--- src/rtl/decoder_pkg.sv ---
// Shared decoder/branch types plus the branch predictor's table geometry, pending-update record
// and saturating counter helper.
package decoder_pkg;

    typedef enum logic [2:0] {
        BEQ  = 3'b000,
        BNE  = 3'b001,
        BLT  = 3'b100,
        BGE  = 3'b101,
        BLTU = 3'b110,
        BGEU = 3'b111
    } branch_op_t;

    typedef enum logic {
        PC_PLUS4  = 1'b0,
        PC_BRANCH = 1'b1
    } pc_mux_t;

    // Counter table geometry lives here because the pending-update record is shaped by it.
    localparam int BP_ENTRIES  = 64;
    localparam int BP_CTR_BITS = 2;
    localparam int BP_IDX_W    = $clog2(BP_ENTRIES);

    typedef enum logic {
        BP_IDLE  = 1'b0,
        BP_CLEAR = 1'b1
    } bp_state_t;

    typedef struct packed {
        logic                   valid;
        logic [BP_IDX_W-1:0]    idx;
        logic [BP_CTR_BITS-1:0] ctr;
    } bp_pend_t;

    function automatic logic [BP_CTR_BITS-1:0] ctr_step(input logic [BP_CTR_BITS-1:0] c,
                                                        input logic up);
        logic [BP_CTR_BITS-1:0] r;
        r = c;
        if (up) begin
            if (c != {BP_CTR_BITS{1'b1}}) r = c + 1'b1;
        end else begin
            if (c != '0) r = c - 1'b1;
        end
        return r;
    endfunction

endpackage

--- src/rtl/branch_predict_unit_cond.sv ---
// Branch condition evaluator: decides whether a conditional branch is taken for (a, b, op).
// Unknown compare encodings never take.
module branch_cond
    import decoder_pkg::*;
#(
    parameter int WIDTH = 32
) (
    input  logic [WIDTH-1:0] a_i,
    input  logic [WIDTH-1:0] b_i,
    input  branch_op_t       op_i,
    output logic             take_o
);

    always_comb begin
        take_o = 1'b0;
        case (op_i)
            BEQ:     take_o = (a_i == b_i);
            BNE:     take_o = (a_i != b_i);
            BLT:     take_o = ($signed(a_i) <  $signed(b_i));
            BGE:     take_o = ($signed(a_i) >= $signed(b_i));
            BLTU:    take_o = (a_i <  b_i);
            BGEU:    take_o = (a_i >= b_i);
            default: take_o = 1'b0;
        endcase
    end

endmodule

--- src/rtl/branch_predict_unit.sv ---
// Bimodal predictor with pipelined training, a one-entry-per-cycle clear sweep and branch
// resolution. Optional event counters are built when BRANCH_STATS_EN is defined.
module branch_predict_unit
    import decoder_pkg::*;
#(
    parameter int WIDTH    = 32,
    parameter int CTR_INIT = 1
) (
    input  logic             clk,
    input  logic             reset_n,
    input  logic [WIDTH-1:0] fetch_pc,
    output logic             predict_taken,
    input  logic             resolve_valid,
    input  logic [WIDTH-1:0] resolve_pc,
    input  logic [WIDTH-1:0] a,
    input  logic [WIDTH-1:0] b,
    input  branch_op_t       op,
    input  logic             branch_always,
    input  logic             branch_instr,
    input  logic             predicted_taken,
    output pc_mux_t          out,
    output logic             mispredict,
    input  logic             clear,
    output logic             busy,
    output logic [31:0]      stat_branches,
    output logic [31:0]      stat_mispred
);

    localparam int ENTRIES  = BP_ENTRIES;
    localparam int CTR_BITS = BP_CTR_BITS;
    localparam int IDX_W    = BP_IDX_W;
    localparam logic [CTR_BITS-1:0] INIT_V = CTR_BITS'(CTR_INIT);

    logic [CTR_BITS-1:0] ctr_q [ENTRIES];
    bp_state_t           state_q, state_d;
    logic [IDX_W-1:0]    clr_idx_q, clr_idx_d;
    logic                clr_we;
    bp_pend_t            pend_q, pend_d;

    logic [IDX_W-1:0]    fetch_idx, res_idx;
    logic [CTR_BITS-1:0] fetch_ctr, res_ctr, res_ctr_new;
    logic                take, taken, cond_resolve, train;
    logic                unused_pc_bits;

    assign fetch_idx      = fetch_pc[IDX_W+1:2];
    assign res_idx        = resolve_pc[IDX_W+1:2];
    assign unused_pc_bits = ^{fetch_pc[WIDTH-1:IDX_W+2], fetch_pc[1:0],
                              resolve_pc[WIDTH-1:IDX_W+2], resolve_pc[1:0]};

    branch_cond #(.WIDTH(WIDTH)) u_cond (
        .a_i    (a),
        .b_i    (b),
        .op_i   (op),
        .take_o (take)
    );

    // The pending update has not reached the table yet, so both readers see it first.
    always_comb begin
        fetch_ctr = ctr_q[fetch_idx];
        if (pend_q.valid && (pend_q.idx == fetch_idx)) fetch_ctr = pend_q.ctr;
        res_ctr = ctr_q[res_idx];
        if (pend_q.valid && (pend_q.idx == res_idx)) res_ctr = pend_q.ctr;
    end

    assign res_ctr_new   = ctr_step(res_ctr, take);
    assign predict_taken = (state_q == BP_IDLE) && fetch_ctr[CTR_BITS-1];

    assign taken        = branch_always | (branch_instr & take);
    assign out          = pc_mux_t'(resolve_valid & taken);
    assign mispredict   = resolve_valid & branch_instr & (take != predicted_taken);
    assign cond_resolve = resolve_valid & branch_instr;
    assign train        = cond_resolve & ~branch_always & (state_q == BP_IDLE) & ~clear;

    always_comb begin
        pend_d       = '0;
        pend_d.valid = train;
        pend_d.idx   = res_idx;
        pend_d.ctr   = res_ctr_new;
    end

    always_comb begin
        state_d   = state_q;
        clr_idx_d = clr_idx_q;
        clr_we    = 1'b0;
        case (state_q)
            BP_IDLE: begin
                if (clear) begin
                    state_d   = BP_CLEAR;
                    clr_idx_d = '0;
                end
            end
            BP_CLEAR: begin
                clr_we    = 1'b1;
                clr_idx_d = clr_idx_q + 1'b1;
                if (clr_idx_q == IDX_W'(ENTRIES - 1)) state_d = BP_IDLE;
            end
            default: state_d = BP_IDLE;
        endcase
    end

    assign busy = (state_q == BP_CLEAR);

    always_ff @(posedge clk or negedge reset_n) begin
        if (!reset_n) begin
            state_q   <= BP_IDLE;
            clr_idx_q <= '0;
            pend_q    <= '0;
        end else begin
            state_q   <= state_d;
            clr_idx_q <= clr_idx_d;
            pend_q    <= pend_d;
        end
    end

    always_ff @(posedge clk or negedge reset_n) begin
        if (!reset_n) begin
            for (int i = 0; i < ENTRIES; i++) ctr_q[i] <= INIT_V;
        end else if (clr_we) begin
            ctr_q[clr_idx_q] <= INIT_V;
        end else if (pend_q.valid && (state_q == BP_IDLE)) begin
            ctr_q[pend_q.idx] <= pend_q.ctr;
        end
    end

`ifdef BRANCH_STATS_EN
    logic [31:0] stat_br_q, stat_mis_q;
    logic        start_clear;

    assign start_clear = (state_q == BP_IDLE) && clear;

    always_ff @(posedge clk or negedge reset_n) begin
        if (!reset_n) begin
            stat_br_q  <= '0;
            stat_mis_q <= '0;
        end else if (start_clear) begin
            stat_br_q  <= '0;
            stat_mis_q <= '0;
        end else begin
            if (cond_resolve && (stat_br_q != 32'hFFFF_FFFF)) stat_br_q <= stat_br_q + 32'd1;
            if (mispredict && (stat_mis_q != 32'hFFFF_FFFF)) stat_mis_q <= stat_mis_q + 32'd1;
        end
    end

    assign stat_branches = stat_br_q;
    assign stat_mispred  = stat_mis_q;
`else
    assign stat_branches = 32'd0;
    assign stat_mispred  = 32'd0;
`endif

endmodule

--- config.mk ---
export PLATFORM = sky130hd
export DESIGN_NAME = branch_predict_unit
export DESIGN_NICKNAME = d
export VERILOG_FILES = /design/src/rtl/decoder_pkg.sv /design/src/rtl/branch_predict_unit_cond.sv /design/src/rtl/branch_predict_unit.sv
export SDC_FILE = /design/constraint.sdc
export NUM_CORES = 1
export LEC_CHECK = 0
export BUFFER_PORTS_ARGS = -buffer_cell sky130_fd_sc_hd__buf_2
export CORE_MARGIN = 2
export CORE_UTILIZATION = 60
export DETAILED_ROUTE_END_ITERATION = 10
export PLACE_DENSITY = 0.9
export SETUP_SLACK_MARGIN = 0.5
export SLEW_MARGIN = 25
export SYNTH_ARGS = -nofsm -noshare
export SYNTH_HDL_FRONTEND = slang
export SYNTH_HIERARCHICAL = 1
export SYNTH_SLANG_ARGS = --single-unit
--- constraint.sdc ---
create_clock -name clk -period 3.8 [get_ports clk]
set_input_delay 0.19 -clock clk [delete_from_list [all_inputs] [get_ports clk]]
set_output_delay 0.19 -clock clk [all_outputs]
set_load 0.02 [all_outputs]
-- After elaboration in Yosys (flattened, before gate mapping)
Cells that the tools add are included.
- word-level logic and storage cells: 147
- output and inout bits: 68
- input bits: 138
- flip-flop bits (word level): 144
- add/sub/neg operators: 3
- reductions and logical operators: 9
- magnitude comparators: 10
- bitwise logic cells: 18
- multiplexer cells: 25
- equal/unequal tests: 13
- operators with widths (kind ; count):
    128-bit 2-to-1 mux ; 2
    128-bit bitwise mux ; 1
    64-bit bitwise AND ; 1
    32-bit greater-or-equal comparator ; 2
    32-bit less-than comparator ; 2
    64-bit inverter ; 1
    64-bit bitwise OR ; 1
    32-bit equality test ; 1
    32-bit != test ; 1
    7-bit greater-or-equal comparator (second input constant) ; 4
    6-bit inverter with 7-bit output ; 4
    2-bit binary-select mux with 6-bit select ; 2
    2-bit demux with 6-bit select ; 2
    2-bit 2-to-1 mux ; 11
    7-bit by 1-bit less-than comparator with 1-bit output (second input constant) ; 2
    3-bit equality test (second input constant) ; 4
    6-bit equality test ; 2
    6-bit one-hot mux with 2 select lines ; 1
    1-bit bitwise AND ; 7
    6-bit by 1-bit adder with 6-bit output (second input constant) ; 1
    6-bit equality test (second input constant) ; 1
    1-bit logical AND ; 6
    6-bit 2-to-1 mux ; 1
    1-bit one-hot mux with 6 select lines ; 1
    11 further kinds ; 17

-- Longest topological paths before layout
- depth in word-level cells: 8
- depth in mapped cells: 12
- depth with buffers taken out: 12

-- By module
The synthesis kept the hierarchy.
- by module, submodules not included (module ; cells each ; sequential area each (um^2) ; instances ; area each (um^2)):
    branch_predict_unit ; 824 ; 3683.5 ; 1 ; 8524.4
    branch_cond ; 128 ; 0.0 ; 1 ; 923.4

-- Worst setup path after synthesis
OpenSTA, ideal clock, no wires.
- path type: input -> output
- from: input b[1]
- to: output out
- data required time: 3.610 ns
- stages on the path: 10
- data arrival time: 2.209 ns
- setup slack: 1.401 ns
- path buffers: 0
- cells stage by stage: inv_1 > ha_1 > nor2b_1 > o211ai_1 > a21oi_1 > o311a_1 > o311a_1 > nor3_2 > a21oi_1 > nor2b_1
- longest elaborated chain between the ends: 5
- elaborated cells on any way between the ends: 10
- classes of those cells: order compare: 4; eq/ne: 2; mux: 1; bitwise: 3
- ends and longest elaborated chain (item ; line ; RTL):
    from (decl) ; branch_predict_unit.sv:16 ; input logic [WIDTH-1:0] b,
    32-bit greater-or-equal comparator (tied with other cells) ; branch_predict_unit_cond.sv:22 ; BGEU: take_o = (a_i >= b_i);
    1-bit one-hot mux with 6 select lines (*) ; branch_predict_unit_cond.sv:16 ; case (op_i)
    via take ; branch_predict_unit.sv:42 ; logic take, taken, cond_resolve, train;
    1-bit bitwise AND (*) ; branch_predict_unit.sv:68 ; assign taken = branch_always | (branch_instr & take);
    1-bit bitwise OR (*) ; branch_predict_unit.sv:68 ;
    1-bit bitwise AND (*) ; branch_predict_unit.sv:69 ; assign out = pc_mux_t'(resolve_valid & taken);
    to (decl) ; branch_predict_unit.sv:21 ; output pc_mux_t out,
The timed path passes the listed nets; every way through them passes the cells marked *.

-- Final worst setup path
- from: input a[21]
- to: output out
- longest elaborated chain between the ends: 5
- elaborated cells on any way between the ends: 10
- classes of those cells: order compare: 4; eq/ne: 2; mux: 1; bitwise: 3
- ends and longest elaborated chain (item ; line ; RTL):
    from (decl) ; branch_predict_unit.sv:15 ; input logic [WIDTH-1:0] a,
    32-bit greater-or-equal comparator (tied with other cells) ; branch_predict_unit_cond.sv:22 ;
    1-bit one-hot mux with 6 select lines (*) ; branch_predict_unit_cond.sv:16 ;
    via take ; branch_predict_unit.sv:42 ;
    1-bit bitwise AND (*) ; branch_predict_unit.sv:68 ;
    1-bit bitwise OR (*) ; branch_predict_unit.sv:68 ;
    1-bit bitwise AND (*) ; branch_predict_unit.sv:69 ;
Marks and branches as above.

==> out/metrics.cfg <==
[min_path]
holdPathStages=3
hold_end=pend_q[8]
hp-class=in2reg
worstHoldStart=branch_instr

[route]
drc_errors=0
first_iter_violations=1488
routedLengthMet1_um=9980
route.top_layer_used=met4
post_dr_wirelength_cell_um=22.0
num_vias=8298
detail_route.first_pass.iterations=6
routed_wl_um=27600
detailed_route_vias_per_instance=6.63
routed-wl-met2_um=12900
antenna_violating_nets_post_route=0
wl_met3_um=3340

[setup_path]
timing.critical_path.cells=buf_2 -> ha_1 -> a21oi_1 -> o21ai_0 -> a22oi_1 -> nand3_1 -> o311a_1 -> nor3_2 -> a21oi_1 -> nor2b_1 -> buf_2
worst-setup-path-type=in2out
slowest_delay_ns=0.55
crit-reg2reg-launch=clr_idx_q[2]
critical-path-top-delay-family=compound AO/OA/AOI/OAI gates
crit_buf_inv=2
rrSetupSlack_ns=1.38
critPathSlowestCell=nor3_2
critical_path_arrival_ns=2.75
reg2regPathDepth=5
cp_max_fo=7
crit_path_end_kind=output pin
setup.worst_path.start=a[21]
crit_required_ns=3.61
r2r_end=ctr_q[96]
timing.critical_path.from_type=input port

[global_routing]
grt_first_pass_wirelength_um=42800
initial_antenna_violation_count=0
maximum_number_of_pins_on_one_net_before_global_route_repair=75
grt_pass1_vias=8028
overflow=0
globalRouteTotalUtil=0.339

[clock_tree]
clkTransAtPathRegs_ns=0.06
root_buffer=clkbuf_16
clk_latency_ns=0.44
post-cts-setup-buffers=0
clockBufferDepth=2
number_of_buffers_created_by_cts=17
tritoncts=done
ctsHtreeMaxLevel=4
cts-resized-gates=0
cts.hold.buffers_added=6
cts_num_sinks=144

[finish]
area_used_by_multi_input_combinational_logic_mm2=0.00498
finish.instance_area_mm2=0.0105
final_net_count=1199
final_util=0.685
register_area_mm2=0.00368
antenna_cells=0
drive_above_1_share=0.232
layout-area-overhead-vs-synth_pct=11.0
num-fill-cells=1130

[die]
fp.coreArea_mm2=0.0153
chipHeight_um=129
die-area_mm2=0.0168
core.rowCount=45
die_width_um=129
initial_utilization=0.617
top_level_ports=206

[logic_synthesis]
synthesis.instances=952
ys_dominant_reg_cell=dfrtp_1
seq_area_frac_synth=0.390
ys_async_sr_fraction=1.00
syn_area_mm2=0.00945
avgSynthCellArea_um2=9.92
ys_ff_latch=144
ys_types=57
yosysWarningCount=6
synth-edff-count=0

[status]
status=completed

[job]
max_cap_violations=0

[sta]
hold-worst-slack_ns=0.00888
achievable-frequency_mhz=341
drv_slew=0
min_period_over_period=0.773
final_hold_viol_count=0
fin_tns_setup_ns=0
slew-limit-headroom=0.189
unrepaired_setup_endpoints_after_global_routing=false
min_period_ns=2.94
fin_worst_skew_ns=0.00943
measured_slew_at_the_worst_slew_check_pin_ns=1.21
final-setup-viol-count=0

[power]
power.share.switching=0.345
seqPwrFrac=0.426
design_power_total_w=0.00601
p_int_w=0.00394
peak_supply_drop_mv=0.461
power_dens_cells_mw_per_mm2=573
switchingPower_w=0.00207
portion_of_total_power_attributed_to_the_clock_network=0.301
comb_power_share=0.273
cellLeakagePower_nw=4.66

[placed_design]
dpl.hpwl_um=19100
routabilityCongestion=0.990
port_buffers=89
post_dp_cell_area_mm2=0.00979

==> synth_stat cells, drive strengths merged (2+ instances only) <==
master  number  area share
a22o        36       0.033
a21o         2      0.0016
nor3b        6      0.0048
inv         88       0.035
and2         3      0.0020
mux2i        4      0.0042
a31oi        4      0.0026
xor2         7      0.0065
nand2       71       0.028
xnor2        9      0.0083
nand3       23       0.012
o311a        2      0.0021
nand4       12      0.0095
o31ai        5      0.0040
nand2b      11      0.0073
nor2b       12      0.0079
o211ai       4      0.0032
o22ai       15      0.0099
dfrtp       80        0.21
ha          33       0.044
dfstp       64        0.18
o22a        15       0.014
and3         3      0.0020
and3b        3      0.0028
a21boi       2      0.0016
or4          2      0.0024
a22oi       53       0.042
nor2        73       0.029
a21oi       67       0.035
nor4         7      0.0062
clkbuf      33       0.013
nor3        11      0.0064
buf         77       0.061
mux4        52        0.13
o21ai       43       0.023
nand3b       2      0.0016
a211oi       8      0.0064
==> power groups by stage <==
stage | clock (W) | sequential [W] | combinational [W]
2_1_floorplan | 0 | 0.00232 | 0.00126
3_3_place_gp | 0 | 0.00252 | 0.00151
3_5_place_dp | 0 | 0.00255 | 0.00157
4_1_cts | 0.00181 | 0.00253 | 0.00159
5_1_grt | 0.00189 | 0.00259 | 0.00176
6_report | 0.00181 | 0.00256 | 0.00164
==> metrics by stage <==
stage,setup slack [ns],std cells
final,0.864,1252
after global routing,0.741,1252
after CTS,0.919,1252
after detailed placement,0.928,1214
after global placement,0.984,1214
after floorplan,1.40,1015
==> routing by layer <==
metal,track usage,up-vias
met3,0.0921,129
met4,0.172,0
li1,-,3498
met5,0,-
met2,0.524,661
met1,0.443,4010
==> cells by family after synthesis <==
logic type / synth area share
AO/OA/AOI/OAI: 0.186
AND/OR/NAND/NOR: 0.122
buffers and inverters: 0.110
flip-flops: 0.390
multiplexers: 0.134
adder cells (fa/ha/maj): 0.0437
XOR/XNOR: 0.0148
other: 0.000397
==> registers in the layout (all words and copies together) (netlist names) <==
signal	count
pend_q	9
clr_idx_q	6
ctr_q	128
busy	1
==> worst max-delay path by stage <==
| stage | to | slack (ns) | depth (start not counted) |
|---|---|---|---|
| finish | out | 0.86 | 11 |
| detailed placement | out | 0.93 | 11 |
| CTS | out | 0.92 | 11 |
| global placement | out | 0.98 | 11 |
| global route | out | 0.74 | 11 |
| floorplan | out | 1.40 | 10 |
==> cell type report <==
class,count,area share
Tap cell,211,0.0252
Inverter,89,0.0319
Sequential cell,144,0.351
Clock buffer,23,0.0456
Clock inverter,9,0.0148
Multi-Input combinational cell,672,0.475
Timing Repair Buffer,104,0.0564
==> tightest hold or removal path: cells and delay by family <==
kind	cells	cell delay [ns]
and+or+nand+nor	2	0.12
buffers and inverters	1	0.11
==> placed cells by master, fill, tap and decap left out, types with 8 or more instances in the layout <==
cell type and instances:
inv_1 88, buf_2 88, dfrtp_1 80, nor2_1 73
nand2_1 71, a21oi_1 67, conb_1 64, dfstp_2 64
a22oi_1 53, o21ai_0 42, mux4_2 41, a22o_1 36
ha_1 33, nand3_1 23, clkbuf_16 17, o22a_1 15
o22ai_1 15, nor2b_1 12, mux4_1 11, nand2b_1 11
nand4_1 11, xnor2_1 9, nor3_1 9, a211oi_1 8
buf_4 8
No activity file was read; power rests on OpenSTA's default activity.
